`config.mk`:
```
export PLATFORM = sky130hd
export DESIGN_NAME = pipe_trap_ctrl_flat
export DESIGN_NICKNAME = d
export VERILOG_FILES = /design/src/rtl/riscv_pkg.sv /design/src/rtl/pipe_trap_ctrl_if.sv /design/src/rtl/pipe_trap_ctrl_irq_prio_enc.sv /design/src/rtl/pipe_trap_ctrl.sv /design/src/flat_wrapper.sv
export SDC_FILE = /design/constraint.sdc
export NUM_CORES = 1
export LEC_CHECK = 0
export ABC_CLOCK_PERIOD_IN_PS = 2050
export CORE_MARGIN = 10
export CORE_UTILIZATION = 32
export DETAILED_ROUTE_END_ITERATION = 16
export GPL_TIMING_DRIVEN = 0
export HOLD_SLACK_MARGIN = 0.06
export PLACE_DENSITY = 0.85
export SYNTH_ARGS = -nofsm -noshare
export SYNTH_HDL_FRONTEND = slang
export SYNTH_SLANG_ARGS = --single-unit
```
`constraint.sdc`:
```
create_clock -name clk -period 2.05 [get_ports clk]
set_clock_uncertainty 0.1 [all_clocks]
set_input_delay 0.205 -clock clk [delete_from_list [all_inputs] [get_ports clk]]
set_output_delay 0.205 -clock clk [all_outputs]
set_load 0.03 [all_outputs]
```
`src/rtl/riscv_pkg.sv`:
```
// Shared trap/cause definitions for the pipeline and trap controller.
// Holds exception codes, the interrupt cause table and the FSM state type.
package riscv_pkg;

    typedef enum logic [4:0] {
        EXC_INSTR_MISALIGN = 5'd0,
        EXC_INSTR_FAULT    = 5'd1,
        EXC_ILLEGAL        = 5'd2,
        EXC_BREAKPOINT     = 5'd3,
        EXC_LOAD_MISALIGN  = 5'd4,
        EXC_LOAD_FAULT     = 5'd5,
        EXC_STORE_MISALIGN = 5'd6,
        EXC_STORE_FAULT    = 5'd7,
        EXC_ECALL_M        = 5'd11
    } exc_code_e;

    localparam logic [4:0] IRQ_M_EXTERNAL = 5'd11;
    localparam logic [4:0] IRQ_M_SOFTWARE = 5'd3;
    localparam logic [4:0] IRQ_M_TIMER    = 5'd7;

    localparam int MCAUSE_INT_BIT = 31;

    typedef enum logic {
        IDLE,
        FLUSH
    } ctrl_state_e;

    // Line index -> cause code; index 0 is the highest priority line.
    function automatic logic [4:0] irq_code(input logic [31:0] idx);
        case (idx)
            32'd0:   irq_code = IRQ_M_EXTERNAL;
            32'd1:   irq_code = IRQ_M_SOFTWARE;
            32'd2:   irq_code = IRQ_M_TIMER;
            default: irq_code = 5'd0;
        endcase
    endfunction

endpackage

```
`src/rtl/pipe_trap_ctrl_if.sv`:
```
// Signal bundle between hazard unit / WB / CSR / fetch and the controller.
// slave: controller side; master: environment side.
interface pipe_trap_ctrl_if #(
    parameter int NSTAGE  = 5,
    parameter int IRQ_NUM = 3
);
    logic [NSTAGE-1:0]  stall_req;
    logic               branch_taken;
    logic               jump_taken;
    logic [31:0]        br_target;
    logic               fence_i;
    logic [31:0]        fence_pc;
    logic               wb_valid;
    logic [31:0]        pc_wb;
    logic               exc_wb;
    logic [4:0]         exc_code_wb;
    logic               mret_wb;
    logic [IRQ_NUM-1:0] irq_pending;
    logic [IRQ_NUM-1:0] irq_enable;
    logic               mstatus_mie;
    logic [31:0]        mtvec;
    logic [31:0]        mepc;
    logic [NSTAGE-1:0]  stall_o;
    logic [NSTAGE-1:0]  flush_o;
    logic               set_pc_valid;
    logic [31:0]        set_pc;
    logic               mcause_update;
    logic [31:0]        mcause_o;
    logic               mepc_update;
    logic [31:0]        mepc_o;
    logic               mret_done;
    logic               busy;

    modport slave (
        input  stall_req, branch_taken, jump_taken, br_target,
        input  fence_i, fence_pc, wb_valid, pc_wb, exc_wb,
        input  exc_code_wb, mret_wb, irq_pending, irq_enable,
        input  mstatus_mie, mtvec, mepc,
        output stall_o, flush_o, set_pc_valid, set_pc,
        output mcause_update, mcause_o, mepc_update, mepc_o,
        output mret_done, busy
    );

    modport master (
        output stall_req, branch_taken, jump_taken, br_target,
        output fence_i, fence_pc, wb_valid, pc_wb, exc_wb,
        output exc_code_wb, mret_wb, irq_pending, irq_enable,
        output mstatus_mie, mtvec, mepc,
        input  stall_o, flush_o, set_pc_valid, set_pc,
        input  mcause_update, mcause_o, mepc_update, mepc_o,
        input  mret_done, busy
    );
endinterface

```
`src/rtl/pipe_trap_ctrl_irq_prio_enc.sv`:
```
// Lowest-index-first priority encoder for interrupt lines.
// Ports: req (N lines) -> valid (any set), idx (winning line).
module irq_prio_enc #(
    parameter int N  = 3,
    parameter int IW = (N > 1) ? $clog2(N) : 1
) (
    input  logic [N-1:0]  req,
    output logic          valid,
    output logic [IW-1:0] idx
);
    always_comb begin
        valid = 1'b0;
        idx   = '0;
        for (int i = N - 1; i >= 0; i--) begin
            if (req[i]) begin
                valid = 1'b1;
                idx   = IW'(i);
            end
        end
    end
endmodule

```
`src/rtl/pipe_trap_ctrl.sv`:
```
// Pipeline stall/flush and trap controller (IDLE/FLUSH FSM, mepc/mcause).
// Ports: clk, reset_n, bus (pipe_trap_ctrl_if.slave). Option: MTVEC_VECTORED_EN.
module pipe_trap_ctrl
    import riscv_pkg::*;
#(
    parameter int NSTAGE       = 5,
    parameter int BR_STAGE     = 2,
    parameter int FLUSH_CYCLES = 1,
    parameter int IRQ_NUM      = 3
) (
    input  logic           clk,
    input  logic           reset_n,
    pipe_trap_ctrl_if.slave bus
);
    localparam int CW = (FLUSH_CYCLES > 1) ? $clog2(FLUSH_CYCLES) : 1;
    localparam int IW = (IRQ_NUM > 1) ? $clog2(IRQ_NUM) : 1;
    localparam logic [CW-1:0] CNT_LOAD = CW'(FLUSH_CYCLES - 1);

    ctrl_state_e state_q, state_d;
    logic [CW-1:0] cnt_q, cnt_d;
    logic [31:0]   tgt_q, tgt_d;
    logic          mret_q, mret_d;

    logic          irq_v;
    logic [IW-1:0] irq_idx;
    logic          idle;
    logic          irq_take;
    logic          trap_req;
    logic          mret_req;
    logic          br_req;
    logic [4:0]    code;
    logic [31:0]   base;
    logic [31:0]   trap_tgt;
    logic [NSTAGE-1:0] stall_v;
    logic [NSTAGE-1:0] bub_v;
    logic [NSTAGE-1:0] flush_v;
    logic          spv;
    logic [31:0]   spc;
    logic          mcu;
    logic [31:0]   mcause_v;
    logic          mepu;
    logic [31:0]   mepc_v;
    logic          mdone;

    irq_prio_enc #(.N(IRQ_NUM), .IW(IW)) u_enc (
        .req   (bus.irq_pending & bus.irq_enable),
        .valid (irq_v),
        .idx   (irq_idx)
    );

    assign idle     = (state_q == IDLE);
    assign irq_take = bus.mstatus_mie & irq_v;
    assign trap_req = idle & bus.wb_valid & (bus.exc_wb | irq_take);
    assign mret_req = idle & bus.wb_valid & bus.mret_wb & ~trap_req;
    assign br_req   = bus.branch_taken | bus.jump_taken;
    assign code     = bus.exc_wb ? bus.exc_code_wb
                                 : irq_code(32'(irq_idx));
    assign base     = bus.mtvec & 32'hFFFF_FFFC;

`ifdef MTVEC_VECTORED_EN
    // Vectored mode only offsets interrupts; exceptions use the base.
    assign trap_tgt = (bus.mtvec[1:0] == 2'b01 && !bus.exc_wb)
                    ? base + {25'd0, code, 2'b00}
                    : base;
`else
    assign trap_tgt = base;
`endif

    // A hold at stage i freezes everything upstream of it.
    always_comb begin
        logic acc;
        acc     = 1'b0;
        stall_v = '0;
        for (int i = NSTAGE - 1; i >= 0; i--) begin
            acc        = acc | bus.stall_req[i];
            stall_v[i] = acc;
        end
    end

    // Bubble into the first stage that keeps moving below a frozen one.
    always_comb begin
        bub_v = '0;
        for (int i = 1; i < NSTAGE; i++) begin
            bub_v[i] = stall_v[i-1] & ~stall_v[i];
        end
    end

    always_ff @(posedge clk or negedge reset_n) begin
        if (!reset_n) begin
            state_q <= IDLE;
            cnt_q   <= '0;
            tgt_q   <= '0;
            mret_q  <= 1'b0;
        end else begin
            state_q <= state_d;
            cnt_q   <= cnt_d;
            tgt_q   <= tgt_d;
            mret_q  <= mret_d;
        end
    end

    always_comb begin
        state_d  = state_q;
        cnt_d    = cnt_q;
        tgt_d    = tgt_q;
        mret_d   = mret_q;
        flush_v  = '0;
        spv      = 1'b0;
        spc      = '0;
        mcu      = 1'b0;
        mcause_v = '0;
        mepu     = 1'b0;
        mepc_v   = '0;
        mdone    = 1'b0;
        unique case (state_q)
            IDLE: begin
                flush_v = bub_v;
                if (trap_req) begin
                    mcu      = 1'b1;
                    mepu     = 1'b1;
                    mcause_v = 32'(code);
                    mcause_v[MCAUSE_INT_BIT] = ~bus.exc_wb;
                    mepc_v   = bus.pc_wb;
                    flush_v[NSTAGE-1] = 1'b1;
                    tgt_d    = trap_tgt;
                    mret_d   = 1'b0;
                    cnt_d    = CNT_LOAD;
                    state_d  = FLUSH;
                end else if (mret_req) begin
                    tgt_d    = bus.mepc;
                    mret_d   = 1'b1;
                    cnt_d    = CNT_LOAD;
                    state_d  = FLUSH;
                end else if (br_req) begin
                    if (!stall_v[BR_STAGE]) begin
                        spv = 1'b1;
                        spc = bus.br_target;
                        flush_v[BR_STAGE-1:0] = '1;
                    end
                end else if (bus.fence_i) begin
                    spv        = 1'b1;
                    spc        = bus.fence_pc;
                    flush_v[0] = 1'b1;
                end
            end
            FLUSH: begin
                flush_v = '1;
                if (cnt_q == '0) begin
                    spv     = 1'b1;
                    spc     = tgt_q;
                    mdone   = mret_q;
                    state_d = IDLE;
                end else begin
                    cnt_d = cnt_q - 1'b1;
                end
            end
            default: state_d = IDLE;
        endcase
    end

    assign bus.stall_o       = idle ? stall_v : '0;
    assign bus.flush_o       = flush_v;
    assign bus.set_pc_valid  = spv;
    assign bus.set_pc        = spc;
    assign bus.mcause_update = mcu;
    assign bus.mcause_o      = mcause_v;
    assign bus.mepc_update   = mepu;
    assign bus.mepc_o        = mepc_v;
    assign bus.mret_done     = mdone;
    assign bus.busy          = ~idle;

endmodule
```
`src/flat_wrapper.sv`:
```
// flat-port wrapper written by rule: the top's interface ports become plain ports
module pipe_trap_ctrl_flat import riscv_pkg::*;
#(
    parameter int NSTAGE       = 5,
    parameter int BR_STAGE     = 2,
    parameter int FLUSH_CYCLES = 1,
    parameter int IRQ_NUM      = 3
)
  (clk, reset_n, bus_stall_req, bus_branch_taken, bus_jump_taken, bus_br_target, bus_fence_i, bus_fence_pc, bus_wb_valid, bus_pc_wb, bus_exc_wb, bus_exc_code_wb, bus_mret_wb, bus_irq_pending, bus_irq_enable, bus_mstatus_mie, bus_mtvec, bus_mepc, bus_stall_o, bus_flush_o, bus_set_pc_valid, bus_set_pc, bus_mcause_update, bus_mcause_o, bus_mepc_update, bus_mepc_o, bus_mret_done, bus_busy);
  pipe_trap_ctrl_if #(.NSTAGE(NSTAGE), .IRQ_NUM(IRQ_NUM)) bus_i ();
  input  logic clk;
  input  logic reset_n;
  input wire logic [$bits(bus_i.stall_req)-1:0] bus_stall_req;
  input wire logic [$bits(bus_i.branch_taken)-1:0] bus_branch_taken;
  input wire logic [$bits(bus_i.jump_taken)-1:0] bus_jump_taken;
  input wire logic [$bits(bus_i.br_target)-1:0] bus_br_target;
  input wire logic [$bits(bus_i.fence_i)-1:0] bus_fence_i;
  input wire logic [$bits(bus_i.fence_pc)-1:0] bus_fence_pc;
  input wire logic [$bits(bus_i.wb_valid)-1:0] bus_wb_valid;
  input wire logic [$bits(bus_i.pc_wb)-1:0] bus_pc_wb;
  input wire logic [$bits(bus_i.exc_wb)-1:0] bus_exc_wb;
  input wire logic [$bits(bus_i.exc_code_wb)-1:0] bus_exc_code_wb;
  input wire logic [$bits(bus_i.mret_wb)-1:0] bus_mret_wb;
  input wire logic [$bits(bus_i.irq_pending)-1:0] bus_irq_pending;
  input wire logic [$bits(bus_i.irq_enable)-1:0] bus_irq_enable;
  input wire logic [$bits(bus_i.mstatus_mie)-1:0] bus_mstatus_mie;
  input wire logic [$bits(bus_i.mtvec)-1:0] bus_mtvec;
  input wire logic [$bits(bus_i.mepc)-1:0] bus_mepc;
  output wire logic [$bits(bus_i.stall_o)-1:0] bus_stall_o;
  output wire logic [$bits(bus_i.flush_o)-1:0] bus_flush_o;
  output wire logic [$bits(bus_i.set_pc_valid)-1:0] bus_set_pc_valid;
  output wire logic [$bits(bus_i.set_pc)-1:0] bus_set_pc;
  output wire logic [$bits(bus_i.mcause_update)-1:0] bus_mcause_update;
  output wire logic [$bits(bus_i.mcause_o)-1:0] bus_mcause_o;
  output wire logic [$bits(bus_i.mepc_update)-1:0] bus_mepc_update;
  output wire logic [$bits(bus_i.mepc_o)-1:0] bus_mepc_o;
  output wire logic [$bits(bus_i.mret_done)-1:0] bus_mret_done;
  output wire logic [$bits(bus_i.busy)-1:0] bus_busy;
  assign bus_i.stall_req = bus_stall_req;
  assign bus_i.branch_taken = bus_branch_taken;
  assign bus_i.jump_taken = bus_jump_taken;
  assign bus_i.br_target = bus_br_target;
  assign bus_i.fence_i = bus_fence_i;
  assign bus_i.fence_pc = bus_fence_pc;
  assign bus_i.wb_valid = bus_wb_valid;
  assign bus_i.pc_wb = bus_pc_wb;
  assign bus_i.exc_wb = bus_exc_wb;
  assign bus_i.exc_code_wb = bus_exc_code_wb;
  assign bus_i.mret_wb = bus_mret_wb;
  assign bus_i.irq_pending = bus_irq_pending;
  assign bus_i.irq_enable = bus_irq_enable;
  assign bus_i.mstatus_mie = bus_mstatus_mie;
  assign bus_i.mtvec = bus_mtvec;
  assign bus_i.mepc = bus_mepc;
  assign bus_stall_o = bus_i.stall_o;
  assign bus_flush_o = bus_i.flush_o;
  assign bus_set_pc_valid = bus_i.set_pc_valid;
  assign bus_set_pc = bus_i.set_pc;
  assign bus_mcause_update = bus_i.mcause_update;
  assign bus_mcause_o = bus_i.mcause_o;
  assign bus_mepc_update = bus_i.mepc_update;
  assign bus_mepc_o = bus_i.mepc_o;
  assign bus_mret_done = bus_i.mret_done;
  assign bus_busy = bus_i.busy;
  pipe_trap_ctrl #(.NSTAGE(NSTAGE), .BR_STAGE(BR_STAGE), .FLUSH_CYCLES(FLUSH_CYCLES), .IRQ_NUM(IRQ_NUM)) u_core (.clk(clk), .reset_n(reset_n), .bus(bus_i));
endmodule
```
Word-level counts from Yosys, hierarchy flattened
Cells that the tools add are included.
{"block": "op_classes", "n_eq_ne": 3, "addsub": 1, "reduce_logical": 3, "muxes": 50, "bitwise_logic": 23}
{"operator": "$mux 32", "count": 12}
{"operator": "$pmux 32 s2", "count": 1}
{"operator": "$mux 1", "count": 24}
{"operator": "$mux 2", "count": 6}
{"operator": "$pmux 4 s3", "count": 1}
{"operator": "$mux 5", "count": 2}
{"operator": "$pmux 5 s2", "count": 1}
{"operator": "$and 1x1->1", "count": 9}
{"operator": "$not 1->1", "count": 7}
{"operator": "$or 1x1->1", "count": 6}
{"operator": "$pmux 1 s2", "count": 3}
{"operator": "$and 3x3->3", "count": 1}
{"operator": "$ne 3x3->1 const B", "count": 1}
{"operator": "$eq 2x1->1 const B", "count": 1}
{"operator": "$eq 2x2->1 const B", "count": 1}
{"operator": "$logic_not 2->1", "count": 1}
{"operator": "$reduce_and 2->1", "count": 1}
{"operator": "$reduce_bool 2->1", "count": 1}
{"operator": "$sub 1x1->1 const B", "count": 1}
{"block": "totals", "register_bits": 35, "output_inout_bits": 111, "wordCells": 84, "inputBits": 185}

Longest topological paths before layout
{"block": "depth", "word_depth": 12, "ltp_mapped": 7, "ltp_nobuf": 3}

Modules after synthesis
Synthesis repeated with hierarchy kept, for this count alone.
{"block": "unflattened", "hier_cells": 374, "hier_area_um2": 3365.7}
{"mod": "pipe_trap_ctrl", "area_per_inst_um2": 3345.7, "seq_area_each_um2": 850.8, "n_inst": 1, "cells_each": 371}
{"mod": "irq_prio_enc", "area_per_inst_um2": 20.0, "seq_area_each_um2": 0.0, "n_inst": 1, "cells_each": 3}

Worst setup path before layout
OpenSTA, ideal clock, no wires.
{"block": "synth_timing", "path_kind": "register -> output", "start": "reg u_core.state_q (netlist: u_core.bus.busy)", "end": "out bus_flush_o[0]", "n_path_buf": 4, "t_required_ps": 1745, "path_slack_ps": -572, "arrival_time_ps": 2317, "stages_incl_launch_ff": 8, "path_cell_list": "dfrtp_1 > buf_4 > nand2b_4 > a211oi_4 > buf_6 > buf_6 > o31ai_1 > buf_4"}
{"block": "synth_between", "elab_chain_cells": 8, "elab_cells_between_ends": 9, "cone_classes": "mux (3); bitwise (6)"}
{"item": "start: declaration", "line": "pipe_trap_ctrl.sv:19", "text": "ctrl_state_e state_q, state_d;"}
{"item": "start signal: assignment", "line": "pipe_trap_ctrl.sv:95", "text": "state_q <= state_d;"}
{"item": "$not 1->1 (no source line)"}
{"item": "$and 1x1->1", "line": "pipe_trap_ctrl.sv:53, pipe_trap_ctrl.sv:54"}
{"item": "$and 1x1->1", "line": "pipe_trap_ctrl.sv:53", "text": "assign trap_req = idle & bus.wb_valid & (bus.exc_wb | irq_take);"}
{"item": "$not 1->1", "line": "pipe_trap_ctrl.sv:54", "text": "assign mret_req = idle & bus.wb_valid & bus.mret_wb & ~trap_req;"}
{"item": "$and 1x1->1", "line": "pipe_trap_ctrl.sv:54"}
{"item": "$mux 2", "line": "pipe_trap_ctrl.sv:129", "text": "end else if (mret_req) begin"}
{"item": "$mux 2", "line": "pipe_trap_ctrl.sv:118", "text": "if (trap_req) begin"}
{"item": "$pmux 5 s2 (*)", "line": "pipe_trap_ctrl.sv:115", "text": "unique case (state_q)"}
{"item": "end: declaration", "line": "flat_wrapper.sv:30", "text": "output wire logic [$bits(bus_i.flush_o)-1:0] bus_flush_o;"}
Mark *: on every way between the ends. The rest lies on a longest branch, timed or not.

Final worst setup path
{"block": "layout_timing", "start": "reg u_core.state_q (netlist: u_core.bus.busy)", "end": "out bus_set_pc[3]"}
{"block": "layout_between", "elab_chain_cells": 8, "elab_cells_between_ends": 9, "cone_classes": "mux (3); bitwise (6)"}
{"item": "$not 1->1 (no source line)"}
{"item": "$and 1x1->1", "line": "pipe_trap_ctrl.sv:53, pipe_trap_ctrl.sv:54"}
{"item": "$and 1x1->1", "line": "pipe_trap_ctrl.sv:53"}
{"item": "$not 1->1", "line": "pipe_trap_ctrl.sv:54"}
{"item": "$and 1x1->1", "line": "pipe_trap_ctrl.sv:54"}
{"item": "$mux 32", "line": "pipe_trap_ctrl.sv:129"}
{"item": "$mux 32", "line": "pipe_trap_ctrl.sv:118"}
{"item": "$pmux 32 s2 (*)", "line": "pipe_trap_ctrl.sv:115"}
{"item": "end: declaration", "line": "flat_wrapper.sv:32", "text": "output wire logic [$bits(bus_i.set_pc)-1:0] bus_set_pc;"}
Marked as above.

==> out/results.txt <==
status -> complete, but fails checks
failing checks -> negative setup slack
VDD IR max -> 0.346 mV
slowest CP cell -> dfrtp_1
setup violators final -> 98
IO Port Bufs -> 266
worst reg2reg setup slack -> -0.10 ns
core box area -> 9770 um2
flip-flop and latch count after synthesis -> 34
Req. time, crit path -> 1.75 ns
asr flop ratio synth -> 100%
CTS tree -> yes
Hold Crit Endpoint -> u_core.tgt_q[1]
htree depth -> 2
full die area -> 14,400 um2
first-pass GRT wire length -> 25.9 mm
largest cells by area after synthesis -> dfrtp_1, mux2_2, mux2_4
initial antenna violation count -> 0
Final Cycle Share -> 109%
worst slew pin tran -> 0.827 ns
clock sinks -> 34
vias post-DR -> 4,095
Max-cap violations -> 0
DPL Wire Length -> 14.3 mm
FF-to-FF End -> u_core.tgt_q[24]
cell chain of the critical path -> buf_6 -> nand2b_4 -> a211oi_4 -> buf_6 -> buf_12 -> buf_12 -> buf_4 -> o31ai_4 -> buf_6
critical path launch point type -> flip-flop
top_reg_cell synth -> dfrtp_1
CP Max Fanout -> 7
share of Yosys cell area claimed by the top area cell type -> 26.5%
later-pin clock latency in the skew report -> 0.28 ns
EDFF count, synth -> 0
Inserted Clock Buffers -> 5
Pre-antenna DRT Iters -> 4
largest net degree at the start of global routing -> 35
Layout Utilization -> 79.3%
Die Wd -> 120 um
row count -> 36
CTS max path bufs -> 2
Worst slew margin -> 44.8%
starting density of the core -> 32.8%
RePlAce Congestion -> 0.876
largest stage delay on the critical path -> 0.37 ns
Synth-to-Final Area Change -> 142%
Final Power -> 4200 uW
Fin Setup TNS -> -8.97 ns
gr ovfl total -> 0
Clock Root Buffer -> clkbuf_8
CP delay by family, top -> buffers and inverters
most frequent cell after synthesis -> nand2_1
sequential area share after synthesis -> 26.5%
Hold Fails Final Rpt -> 0
Synth warnings -> 0
PD cells -> 542 nW/um2
1st-iter DRT viols -> 158
total track usage -> 22.8%
WP data arrival -> 1.93 ns
Post-Route WL -> 18.9 mm
Clk pin slew, worst setup/hold paths -> 0.07 ns
IO Pins -> 296
maximum clock frequency -> 447 MHz
Cell variety after synth -> 34
share of cells above drive strength 1 -> 50.7%
most frequent cells after synthesis -> nand2_1, mux2_2, dfrtp_1, o31ai_1
Gate Count Post-Synth -> 338
drc violations -> 0
crit path buf inv count -> 6
RSZ-0062 raised after global routing -> yes
Layout Nets -> 856
final worst slack -> -0.189 ns
Hold Path Class -> in2reg
Mapped Avg Cell Area -> 9.50 um2
Reg2Reg Depth -> 10
Setup CP Type -> reg2out
hold path cells -> 3
DR WL/cell -> 23.5 um
Static Leak -> 0.00340 uW
most frequent CP cell -> buf_6
Tmin final -> 2.24 ns
vias in the first global route -> 4,393
ANT nets after route -> 0
Mapped Area -> 3210 um2
Die H -> 120 um
Yosys top cell by area -> dfrtp_1
element type at the critical path end -> primary output
HP Start -> bus_mepc[1]
Final Max Slew Viols -> 0
vias per std cell -> 5.09
R2R Path Start -> u_core.bus.busy
Antenna diodes -> 0
## area by class of cell
type | instances | area [um2]
clock inverters | 2 | 10.0
clock buffers | 5 | 68.8
repair buffers | 304 | 3140
plain buffers | 58 | 607
multi-input cells | 263 | 2880
inverters | 5 | 22.5
fillers | 615 | 2020
well taps | 133 | 166
flip-flops and latches | 34 | 851
## worst max-delay path by stage
stage,start,endpoint,slack (ns),cells past startpoint
floorplan,u_core.bus.busy,bus_set_pc[0],-0.25,5
global placement,bus_stall_req[3],bus_flush_o[0],-1.12,7
detailed placement,bus_stall_req[3],bus_flush_o[0],-1.09,7
CTS,u_core.bus.busy,bus_flush_o[0],-0.27,8
global route,u_core.bus.busy,bus_set_pc[3],-0.24,9
finish,u_core.bus.busy,bus_set_pc[3],-0.19,9
## metrics by stage
stage / hold WS [ns] / instances / instance area, um2 / setup slack, ns
2_1_floorplan: -0.191 / 363 / 3630 / -0.246
3_3_place_gp: 0.375 / 762 / 6460 / -1.12
3_5_place_dp: 0.250 / 762 / 6450 / -1.09
4_1_cts: 0.359 / 782 / 6940 / -0.267
5_1_grt: 0.382 / 804 / 7750 / -0.242
6_report: 0.364 / 804 / 7750 / -0.189
## report_power, final
part	total (uW)	leakage, uW	switching, uW	internal, uW
Combinational	2790	0.00296	1310	1480
Sequential	930	0.000402	96.3	833
Clock	486	0.0000438	257	228
Total	4200	0.00340	1660	2540
## worst reg2reg max path, cell delays in order (launching register included)
cell	delay, ns
dfrtp_1	0.40
buf_6	0.14
nand2b_4	0.14
a211oi_4	0.17
buf_6	0.17
buf_4	0.12
buf_6	0.09
buf_12	0.12
buf_8	0.13
buf_12	0.15
mux2_4	0.31
## routing by layer
layer | global-route usage [%] | up-vias | share of wire (%)
met1 | 22.2 | 1975 | 34
met3 | 7.92 | 40 | 8.6
met2 | 43.6 | 228 | 54
met4 | 7.39 | 0 | 3.5
met5 | 0 | - | 0
li1 | - | 1852 | -
## sequential cells by signal, indices dropped and copies added (netlist names)
name,cells
u_core.bus.busy,1
u_core.mret_q,1
u_core.tgt_q,32
## placed cells by master, fill, tap and decap left out, types with 7 or more instances in the layout
cell type        instances
dfrtp_1                 34
a32oi_2                 26
mux2_2                  11
dlymetal6s2s_1          10
clkdlybuf4s50_1        173
a32oi_1                  7
buf_6                   80
nor2_1                   9
o31ai_4                 31
conb_1                  26
buf_4                   59
nand2_1                 43
mux2_4                  44
buf_8                    9
clkbuf_8                 8
and2_4                  31
## cells by family after synthesis
group                  after synthesis  synth area share [%]
multiplexers                        60                  23.4
AO/OA/AOI/OAI                       79                  20.2
flip-flops                          34                  26.5
other                                1                 0.117
buffers and inverters               66                  14.0
AND/OR/NAND/NOR                     98                  15.8
## what timing repair did
item	CTS	global route
gates cloned	1	4
pin swaps	22	18
gates resized for setup	543	202
hold endpoints to repair	34	0
hold buffers	1	0
setup buffers	11	22
endpoints found under the setup margin	84	88
Note: power is estimated with default switching activity, not from simulation.
